### src/rtl/dm_wb_cache_if.sv
`timescale 1ns/1ps
// Line-memory bus between the data cache (master) and the 128-bit line memory (slave).
// The master issues one-cycle cen pulses; the slave answers with stall/rdata.
interface dm_wb_cache_if #(
  parameter int BIT_W  = 32,
  parameter int ADDR_W = 32
);
  logic                 cen;
  logic                 wen;
  logic [ADDR_W-1:0]    addr;
  logic [BIT_W*4-1:0]   wdata;
  logic [BIT_W*4-1:0]   rdata;
  logic                 stall;

  modport master (
    output cen, wen, addr, wdata,
    input  rdata, stall
  );

  modport slave (
    input  cen, wen, addr, wdata,
    output rdata, stall
  );
endinterface

### src/rtl/dm_wb_cache.sv
`timescale 1ns/1ps
// Direct-mapped, write-back, write-allocate data cache.
// CPU hits are served from the line array with no memory traffic; misses write back a dirty
// victim (if any) and then fill the line, after which the held CPU request hits.
// An end-of-program flush writes every dirty line back in ascending index order.
module dm_wb_cache #(
  parameter int BIT_W     = 32,
  parameter int ADDR_W    = 32,
  parameter int NUM_LINES = 16
) (
  input  logic                i_clk,
  input  logic                i_rst,
  input  logic                i_proc_cen,
  input  logic                i_proc_wen,
  input  logic [ADDR_W-1:0]   i_proc_addr,
  input  logic [BIT_W-1:0]    i_proc_wdata,
  output logic [BIT_W-1:0]    o_proc_rdata,
  output logic                o_proc_stall,
  input  logic                i_proc_finish,
  output logic                o_cache_finish,
  dm_wb_cache_if.master       mem
);
  localparam int IDX_W  = $clog2(NUM_LINES);
  localparam int TAG_W  = ADDR_W - 4 - IDX_W;
  localparam int LINE_W = BIT_W * 4;
  localparam logic [IDX_W-1:0] LAST_IDX = IDX_W'(NUM_LINES - 1);

  typedef enum logic [2:0] {
    S_IDLE  = 3'd0,
    S_WB    = 3'd1,
    S_ALLOC = 3'd2,
    S_FLUSH = 3'd3,
    S_FWB   = 3'd4,
    S_DONE  = 3'd5
  } state_t;

  // Line storage
  logic [NUM_LINES-1:0] valid_r;
  logic [NUM_LINES-1:0] dirty_r;
  logic [TAG_W-1:0]     tag_r  [NUM_LINES];
  logic [LINE_W-1:0]    data_r [NUM_LINES];

  // FSM and memory-bus registers
  state_t               state_r, state_nxt_s;
  logic                 mem_cen_r, mem_cen_nxt_s;
  logic                 mem_wen_r, mem_wen_nxt_s;
  logic [ADDR_W-1:0]    mem_addr_r, mem_addr_nxt_s;
  logic [LINE_W-1:0]    mem_wdata_r, mem_wdata_nxt_s;
  logic [IDX_W-1:0]     flush_idx_r, flush_idx_nxt_s;
  logic                 finish_r, finish_nxt_s;

  // Request decode and control strobes
  logic [IDX_W-1:0]     req_idx_s;
  logic [TAG_W-1:0]     req_tag_s;
  logic [1:0]           word_s;
  logic [LINE_W-1:0]    line_s;
  logic [BIT_W-1:0]     rd_word_s;
  logic                 hit_s;
  logic                 resp_s;
  logic                 wr_hit_s;
  logic                 fill_s;
  logic                 clr_dirty_s;
  logic [IDX_W-1:0]     clr_idx_s;
  logic                 unused_s;

  assign req_idx_s = i_proc_addr[4 +: IDX_W];
  assign req_tag_s = i_proc_addr[4 + IDX_W +: TAG_W];
  assign word_s    = i_proc_addr[3:2];
  assign unused_s  = ^i_proc_addr[1:0];
  assign line_s    = data_r[req_idx_s];
  assign rd_word_s = line_s[word_s * BIT_W +: BIT_W];
  assign hit_s     = valid_r[req_idx_s] & (tag_r[req_idx_s] == req_tag_s);
  // The issue cycle is the one with cen high; any later cycle without stall is the response.
  assign resp_s    = ~mem_cen_r & ~mem.stall;

  assign o_proc_stall   = (i_proc_cen & ~hit_s) | (state_r != S_IDLE);
  assign o_proc_rdata   = (i_proc_cen & ~i_proc_wen & ~o_proc_stall) ? rd_word_s : {BIT_W{1'b0}};
  assign o_cache_finish = finish_r;
  assign mem.cen        = mem_cen_r;
  assign mem.wen        = mem_wen_r;
  assign mem.addr       = mem_addr_r;
  assign mem.wdata      = mem_wdata_r;

  // Next-state logic; memory outputs only change when a new transaction is issued
  always_comb begin
    state_nxt_s     = state_r;
    mem_cen_nxt_s   = 1'b0;
    mem_wen_nxt_s   = mem_wen_r;
    mem_addr_nxt_s  = mem_addr_r;
    mem_wdata_nxt_s = mem_wdata_r;
    flush_idx_nxt_s = flush_idx_r;
    finish_nxt_s    = finish_r;
    wr_hit_s        = 1'b0;
    fill_s          = 1'b0;
    clr_dirty_s     = 1'b0;
    clr_idx_s       = req_idx_s;
    case (state_r)
      S_IDLE: begin
        if (i_proc_cen) begin
          if (hit_s) begin
            wr_hit_s = i_proc_wen;
          end else if (valid_r[req_idx_s] && dirty_r[req_idx_s]) begin
            state_nxt_s     = S_WB;
            mem_cen_nxt_s   = 1'b1;
            mem_wen_nxt_s   = 1'b1;
            mem_addr_nxt_s  = {tag_r[req_idx_s], req_idx_s, 4'b0000};
            mem_wdata_nxt_s = line_s;
          end else begin
            state_nxt_s    = S_ALLOC;
            mem_cen_nxt_s  = 1'b1;
            mem_wen_nxt_s  = 1'b0;
            mem_addr_nxt_s = {req_tag_s, req_idx_s, 4'b0000};
          end
        end else if (i_proc_finish && !finish_r) begin
          state_nxt_s     = S_FLUSH;
          flush_idx_nxt_s = {IDX_W{1'b0}};
        end else begin
          state_nxt_s = S_IDLE;
        end
      end
      S_WB: begin
        if (resp_s) begin
          clr_dirty_s    = 1'b1;
          state_nxt_s    = S_ALLOC;
          mem_cen_nxt_s  = 1'b1;
          mem_wen_nxt_s  = 1'b0;
          mem_addr_nxt_s = {req_tag_s, req_idx_s, 4'b0000};
        end else begin
          state_nxt_s = S_WB;
        end
      end
      S_ALLOC: begin
        if (resp_s) begin
          fill_s      = 1'b1;
          state_nxt_s = S_IDLE;
        end else begin
          state_nxt_s = S_ALLOC;
        end
      end
      S_FLUSH: begin
        if (valid_r[flush_idx_r] && dirty_r[flush_idx_r]) begin
          state_nxt_s     = S_FWB;
          mem_cen_nxt_s   = 1'b1;
          mem_wen_nxt_s   = 1'b1;
          mem_addr_nxt_s  = {tag_r[flush_idx_r], flush_idx_r, 4'b0000};
          mem_wdata_nxt_s = data_r[flush_idx_r];
        end else if (flush_idx_r == LAST_IDX) begin
          state_nxt_s  = S_DONE;
          finish_nxt_s = 1'b1;
        end else begin
          flush_idx_nxt_s = flush_idx_r + {{(IDX_W-1){1'b0}}, 1'b1};
        end
      end
      S_FWB: begin
        if (resp_s) begin
          clr_dirty_s = 1'b1;
          clr_idx_s   = flush_idx_r;
          if (flush_idx_r == LAST_IDX) begin
            state_nxt_s  = S_DONE;
            finish_nxt_s = 1'b1;
          end else begin
            state_nxt_s     = S_FLUSH;
            flush_idx_nxt_s = flush_idx_r + {{(IDX_W-1){1'b0}}, 1'b1};
          end
        end else begin
          state_nxt_s = S_FWB;
        end
      end
      S_DONE: begin
        state_nxt_s = S_DONE;
      end
      default: begin
        state_nxt_s = S_IDLE;
      end
    endcase
  end

  // FSM state, flush scan index, finish flag and memory-bus output registers
  always_ff @(posedge i_clk) begin
    if (i_rst) begin
      state_r     <= S_IDLE;
      mem_cen_r   <= 1'b0;
      mem_wen_r   <= 1'b0;
      mem_addr_r  <= {ADDR_W{1'b0}};
      mem_wdata_r <= {LINE_W{1'b0}};
      flush_idx_r <= {IDX_W{1'b0}};
      finish_r    <= 1'b0;
    end else begin
      state_r     <= state_nxt_s;
      mem_cen_r   <= mem_cen_nxt_s;
      mem_wen_r   <= mem_wen_nxt_s;
      mem_addr_r  <= mem_addr_nxt_s;
      mem_wdata_r <= mem_wdata_nxt_s;
      flush_idx_r <= flush_idx_nxt_s;
      finish_r    <= finish_nxt_s;
    end
  end

  // Per-line valid and dirty bits
  always_ff @(posedge i_clk) begin
    if (i_rst) begin
      valid_r <= {NUM_LINES{1'b0}};
      dirty_r <= {NUM_LINES{1'b0}};
    end else if (fill_s) begin
      valid_r[req_idx_s] <= 1'b1;
      dirty_r[req_idx_s] <= 1'b0;
    end else if (wr_hit_s) begin
      dirty_r[req_idx_s] <= 1'b1;
    end else if (clr_dirty_s) begin
      dirty_r[clr_idx_s] <= 1'b0;
    end
  end

  // Tag and data arrays; contents are meaningless until valid is set, so no reset
  always_ff @(posedge i_clk) begin
    if (fill_s) begin
      data_r[req_idx_s] <= mem.rdata;
      tag_r[req_idx_s]  <= req_tag_s;
    end else if (wr_hit_s) begin
      data_r[req_idx_s][word_s * BIT_W +: BIT_W] <= i_proc_wdata;
    end
  end
endmodule

### src/flat_wrapper.sv
// flat-port wrapper written by rule: the top's interface ports become plain ports
module dm_wb_cache_flat 
#(
  parameter int BIT_W     = 32,
  parameter int ADDR_W    = 32,
  parameter int NUM_LINES = 16
)
  (i_clk, i_rst, i_proc_cen, i_proc_wen, i_proc_addr, i_proc_wdata, o_proc_rdata, o_proc_stall, i_proc_finish, o_cache_finish, mem_cen, mem_wen, mem_addr, mem_wdata, mem_rdata, mem_stall);
  dm_wb_cache_if #(.BIT_W(BIT_W), .ADDR_W(ADDR_W)) mem_i ();
  input  logic i_clk;
  input  logic i_rst;
  input  logic i_proc_cen;
  input  logic i_proc_wen;
  input  logic [ADDR_W-1:0] i_proc_addr;
  input  logic [BIT_W-1:0] i_proc_wdata;
  output logic [BIT_W-1:0] o_proc_rdata;
  output logic o_proc_stall;
  input  logic i_proc_finish;
  output logic o_cache_finish;
  output wire logic [$bits(mem_i.cen)-1:0] mem_cen;
  output wire logic [$bits(mem_i.wen)-1:0] mem_wen;
  output wire logic [$bits(mem_i.addr)-1:0] mem_addr;
  output wire logic [$bits(mem_i.wdata)-1:0] mem_wdata;
  input wire logic [$bits(mem_i.rdata)-1:0] mem_rdata;
  input wire logic [$bits(mem_i.stall)-1:0] mem_stall;
  assign mem_cen = mem_i.cen;
  assign mem_wen = mem_i.wen;
  assign mem_addr = mem_i.addr;
  assign mem_wdata = mem_i.wdata;
  assign mem_i.rdata = mem_rdata;
  assign mem_i.stall = mem_stall;
  dm_wb_cache #(.BIT_W(BIT_W), .ADDR_W(ADDR_W), .NUM_LINES(NUM_LINES)) u_core (.i_clk(i_clk), .i_rst(i_rst), .i_proc_cen(i_proc_cen), .i_proc_wen(i_proc_wen), .i_proc_addr(i_proc_addr), .i_proc_wdata(i_proc_wdata), .o_proc_rdata(o_proc_rdata), .o_proc_stall(o_proc_stall), .i_proc_finish(i_proc_finish), .o_cache_finish(o_cache_finish), .mem(mem_i));
endmodule
### config.mk
export PLATFORM = sky130hd
export DESIGN_NAME = dm_wb_cache_flat
export DESIGN_NICKNAME = d
export VERILOG_FILES = /design/src/rtl/dm_wb_cache_if.sv /design/src/rtl/dm_wb_cache.sv /design/src/flat_wrapper.sv
export SDC_FILE = /design/constraint.sdc
export NUM_CORES = 2
export LEC_CHECK = 0
export CAP_MARGIN = 30
export CORE_AREA = 2 2 475 477
export CTS_CLUSTER_DIAMETER = 40
export CTS_CLUSTER_SIZE = 12
export DETAILED_ROUTE_END_ITERATION = 6
export DIE_AREA = 0 0 477 479
export PLACE_DENSITY = 0.73
export SLEW_MARGIN = 20
export SYNTH_ARGS = -nofsm -noshare
export SYNTH_HDL_FRONTEND = slang
export SYNTH_SLANG_ARGS = --single-unit
### constraint.sdc
create_clock -name i_clk -period 4.9 [get_ports i_clk]
set_input_delay 0.735 -clock i_clk [delete_from_list [all_inputs] [get_ports i_clk]]
set_output_delay 0.735 -clock i_clk [all_outputs]
set_load 0.02 [all_outputs]
# ---- Yosys cells after proc, flatten, opt, wreduce, memory -nomap -nowiden
# Memory sizes are Yosys's and may differ from the RTL's. A register that Yosys moved wholly into a read port is not among the register bits.
# Cells that the tools add are included.
dict set report word_totals {
  reg_bits 202
  mem_bits_rw 2432
  in_bits 198
  output_inout_bits 196
  word_cells 406
  n_memories 2
}
# memory words word_bits rd rd_ports_with_merged_regs write_ports line
set memory_table {}
lappend memory_table {u_core.data_r 16 128 2 1 1 dm_wb_cache.sv:41} ;# logic [LINE_W-1:0] data_r [NUM_LINES];
lappend memory_table {u_core.tag_r 16 24 2 1 1 dm_wb_cache.sv:40} ;# logic [TAG_W-1:0] tag_r [NUM_LINES];
dict set report op_classes {
  n_addsub 2
  n_lt_le_gt_ge 5
  eq_ne 18
  n_shift 3
  mux 203
  bitwise 145
  n_reduce_logical 19
}
# operator count
set op_table {}
lappend op_table {{128-bit two-way mux} 5}
lappend op_table {{128-bit case mux with 2 select lines} 1}
lappend op_table {{32-bit two-way mux} 6}
lappend op_table {{1-bit two-way mux} 155}
lappend op_table {{1-bit OR} 129}
lappend op_table {{32-bit by 34-bit variable shift with 128-bit output, first input constant} 1}
lappend op_table {{128-bit by 8-bit variable part select with 32-bit output} 1}
lappend op_table {{32-bit by 34-bit variable part select with 128-bit output} 1}
lappend op_table {{32-bit case mux with 3 select lines} 1}
lappend op_table {{16-bit two-way mux} 3}
lappend op_table {{4-bit two-way mux} 11}
lappend op_table {{7-bit negator with 34-bit output} 1}
lappend op_table {{16-bit bitwise AND} 2}
lappend op_table {{16-bit inverter} 2}
lappend op_table {{16-bit OR} 2}
lappend op_table {{24-bit equality test} 1}
lappend op_table {{3-bit two-way mux} 6}
lappend op_table {{3-bit case mux with 6 select lines} 1}
lappend op_table {{1-bit binary-select mux with 4-bit select} 4}
lappend op_table {{4-bit by 5-bit < comparator with 1-bit output, second input constant} 3}
lappend op_table {{5-bit AND reduction} 3}
lappend op_table {{4-bit case mux with 3 select lines} 1}
lappend op_table {{3-bit nonzero test} 4}
lappend op_table {{2-bit by 1-bit != test with 1-bit output, second input constant} 5}
lappend op_table {{22 further kinds} 46}

# ---- Logic depth before layout (Yosys ltp)
dict set report logic_depth {
  ltp_word 13
  depth_mapped 16
  depth_no_buf 10
}

# ---- Worst setup path after synthesis
# No wires, ideal clock.
dict set report synth_timing {
  path_type {input to register}
  from {input port i_proc_addr[4]}
  to {memory u_core.data_r[10][100] in the netlist's numbering (enable)}
  setup_ps 421
  arrival_time_ps 4709
  required_time_ps 4479
  path_slack_ps -230
  stages 15
  path_buffers 5
  cell_sequence {buf_2 buf_6 buf_4 mux4_2 a2bb2oi_1 nor2_1 a311oi_1 nand4_1 nor3_2 nand4b_1 buf_4 nor2_8 nor2_2 buf_2 nor2_1}
}
dict set report synth_via {
  elab_chain_cells 10
  elab_cells_between_ends 12
  classes_between {eq/ne (1); mux (8); bitwise (2); memory (1)}
}
# element line
set synth_rtl {}
lappend synth_rtl {{from (decl)} flat_wrapper.sv:14} ;# input logic [ADDR_W-1:0] i_proc_addr;
lappend synth_rtl {{memory 16 x 24 bit / 1-bit binary-select mux with 4-bit select (equally long branches)} -}
lappend synth_rtl {{24-bit equality test / 1-bit two-way mux (equally long branches)} dm_wb_cache.sv:72} ;# assign hit_s = valid_r[req_idx_s] & (tag_r[req_idx_s] == req_tag_s);
lappend synth_rtl {{1-bit bitwise AND} dm_wb_cache.sv:72}
lappend synth_rtl {{1-bit two-way mux} dm_wb_cache.sv:100} ;# if (hit_s) begin
lappend synth_rtl {{1-bit two-way mux} dm_wb_cache.sv:99} ;# if (i_proc_cen) begin
lappend synth_rtl {{1-bit two-way mux} dm_wb_cache.sv:97} ;# case (state_r)
lappend synth_rtl {{1-bit two-way mux} dm_wb_cache.sv:219} ;# end else if (wr_hit_s) begin
lappend synth_rtl {{1-bit two-way mux} dm_wb_cache.sv:216} ;# if (fill_s) begin
lappend synth_rtl {{128-bit two-way mux (implied by the code)} dm_wb_cache.sv:220} ;# data_r[req_idx_s][word_s * BIT_W +: BIT_W] <= i_proc_wdata;
lappend synth_rtl {{1-bit OR (no line)} -}
lappend synth_rtl {{to (decl)} dm_wb_cache.sv:41}
# Parallel ways exist; a longest one is shown, timed or not. The select of a mux whose other input is x is not followed.

==> key figures <==
Status
  – Status: finished with violations
  – Failing checks: negative setup slack

Timing
  – Relative slew slack: 28.0%
  – Min Hold Slack: 0.238 ns
  – Worst Tran Pin Value: 1.08 ns
  – RSZ-0062 raised after global routing: yes
  – Final Hold Viols: 0
  – Final Setup Violations: 32
  – Slew Limit Fails: 0
  – Fin crit share: 104%
  – Crit path time final: 5.12 ns
  – Worst setup margin: -0.220 ns
  – Clock Skews: 0.0708 ns
  – Fmax: 195 MHz

Place
  – Post-Place Cells: 9872
  – PortBufs: 387
  – Pre-CTS setup slack: -0.379 ns
  – Final GP Congestion: 0.913
  – Hpwl dp: 254 mm

CTS
  – Reg clk slew, reported paths: 0.06 ns
  – CTS tree: built
  – Worst-Skew Late Latency: 1.00 ns
  – H-tree levels: 5
  – Longest Clk Path Bufs: 4
  – CTS Buf Count: 395
  – Root buffer cell: clkbuf_16
  – Clock sinks: 2634
  – # hold bufs at CTS: 0

Yosys
  – Post-synth top area cell: edfxtp_1
  – Main area contributors after synthesis: edfxtp_1, mux4_2, dfxtp_1
  – Sequential-to-total area share from yosys stat: 62.0%
  – Post-synth EDFFs: 2432
  – Mapped Cells: 6266
  – Yosys warns: 0
  – Commonest cells post-synth: edfxtp_1, mux4_2, nor2_1
  – Mean Syn Cell Area: 19.8 um2
  – Top-area cell type share of the netlist area: 58.8%
  – Synth Cell Area: 0.124 mm2
  – Asr flop ratio synth: 0%
  – Top-count cell post-synth: edfxtp_1
  – #FFs+latches synth: 2634
  – Netlist cell types: 72
  – Primary FF master, synth: edfxtp_1

Critical path
  – Crit start category: flop
  – Worst EP required: 4.16 ns
  – WS Path Type: reg -> out
  – Critical Path End Type: output pin
  – Crit Path Max Fanout: 5
  – CP arrival: 4.39 ns
  – Top Family by Delay on Critical Path: simple AND/OR/NAND/NOR gates
  – Crit-path slowest cell: mux4_2
  – Crit path buf inv count: 5
  – CP Cell Sequence: mux4_2 > xor2_2 > nor3_2 > a31oi_2 > o41a_1 > nor4_4 > buf_4 > nand3_2 > or3_4 > buf_12 > buf_12 > clkbuf_16 > nor2b_1 > buf_4
  – Max incr delay on CP: 0.52 ns

Global route
  – Initial antenna violation count: 29
  – Grt ovf: 0
  – Largest net degree at the start of global routing: 114
  – Vias in the first global route: 76400
  – First-pass GRT wire length: 564 mm
  – Gr usage total: 35.2%

Cells and area
  – Area delta synth->final: 22.4%
  – Fin cells: 10600
  – Nets: 7494
  – Fraction of layout cells with a size suffix above 1: 42.6%

Power
  – Max VDD drop: 0.309 mV
  – Combinational Power Share: 7.5%
  – P_int: 44000 uW
  – Switch share: 23.3%
  – Psw: 13400 uW
  – Clk network pwr share: 49.3%
  – Share of power burned in registers: 43.2%
  – Static Leak: 0.0491 uW
  – Pwr dens: 377 mW/mm2

Drt
  – Via density: 7.09
  – DR pass1 iterations: 7
  – Initial drt markers: 10900
  – Drt wl/cell: 37.9 um
  – Final WL: 403 mm
  – Via count: 75300
  – Post-route ant nets: 0
  – DRC Markers: 0

Flow run
  – Maxcap violations: 0

Die
  – Die height: 479 um
  – Die area: 0.228 mm2
  – Initial Utilization: 55.6%
  – Core area: 0.224 mm2
  – Site Rows: 174
  – I/O pin cnt: 394
  – Die X-Extent: 477 um

Hold path
  – Hold WC Path Type: in -> reg
[path summary, 6_finish.rpt]
path | end | slack (ns) | from | depth (start not counted)
max | o_proc_rdata[11] | -0.22 | u_core.tag_r[0][20] | 14
min | u_core.mem.addr[7] | 0.24 | i_rst | 2
max reg2reg | u_core.data_r[0][89] | 0.60 | u_core.tag_r[0][20] | 17
min reg2reg | u_core.mem.addr[25] | 0.45 | u_core.mem.addr[25] | 2
[power by group through the flow]
stage	Combinational (uW)	Clock, uW	Sequential [uW]
2_1_floorplan	2150	0	25200
3_3_place_gp	4100	0	25200
3_5_place_dp	4160	0	25200
4_1_cts	4200	28300	24800
5_1_grt	4430	29300	24800
6_report	4310	28200	24800
[cell type report]
class                   count  area, um2
multi-input cells        2992      45300
clock buffers             435      10200
flip-flops and latches   2634      77100
fillers                 13900      71400
well taps                2992       3740
inverters                 148        556
diodes                     18       45.0
repair buffers           1119      12200
clock inverters           277       2990
[logic make-up (layout without fill, tap and decap cells)]
family                     after synthesis  in the layout  share of synthesized area [%]
buffers and inverters                  643           1979                           2.29
other                                    1             22                        0.00302
adders and majority gates                6              6                         0.0604
and+or+nand+nor                        728            728                           2.55
muxes                                 1883           1883                           30.5
xor gates and xnor gates                24             24                          0.169
AOI/OAI and AO/OA                      347            347                           2.45
DFF                                   2634           2634                           62.0
[flip-flops by register name (all words and copies together) (netlist names), named ones only]
register and flops:
u_core.data_r 2048, u_core.dirty_r 16, u_core.state_r 3, u_core.tag_r 384, u_core.o_cache_finish 1, u_core.flush_idx_r 4
u_core.mem.wen 1, u_core.mem.addr 28, u_core.mem.wdata 128, u_core.valid_r 16, u_core.mem.cen 1
[layout by cell type (no fill, tap or decap), drive strengths merged, types with 21 or more instances in the layout]
cell	Yosys	final
clkbuf	272	436
edfxtp	2432	2432
nor2	363	363
mux4	1517	1517
nor2b	45	45
o21ai	29	29
inv	148	204
nor3	21	21
clkinv	0	114
clkinvlp	0	64
clkdlybuf4s50	0	346
a211oi	142	142
dfxtp	202	202
buf	223	770
mux2i	347	347
bufinv	0	43
nand2	221	221
a21oi	61	61
[metal layers]
layer	track usage, %	vias to the layer above	share of wire (%)
met5	0	-	0.046
met4	21.0	28	6.9
met3	11.1	1165	13
met2	53.6	5886	46
met1	44.7	39300	33
li1	-	28900	-
[timing repair]
action	4_1_cts	5_1_grt
buffers inserted	4	4
gates resized for setup	75	53
cloned	2	1
pin swaps	6	5
endpoints found under the setup margin	33	33
[per-stage QoR]
stage	TNS (ns)	utilization (%)	power (uW)	instance area [um2]
after floorplan	-267.62	-	27400	124000
after global routing	-6.91	68.1	58500	152000
after global placement	-81.73	61.8	29300	138000
after CTS	-4.23	67.9	57300	152000
after detailed placement	-84.50	61.9	29400	138000
final	-4.77	68.1	57300	152000
[worst register-to-register path: cells and delay by family (launching register included)]
kind,cells,cell delay [ns]
buffers and inverters,8,1.50
multiplexers,2,0.77
AND/OR/NAND/NOR,4,0.74
AO/OA/AOI/OAI,2,0.49
flip-flops,1,0.39
XOR/XNOR,1,0.20
(Power assumes the default switching activity.)
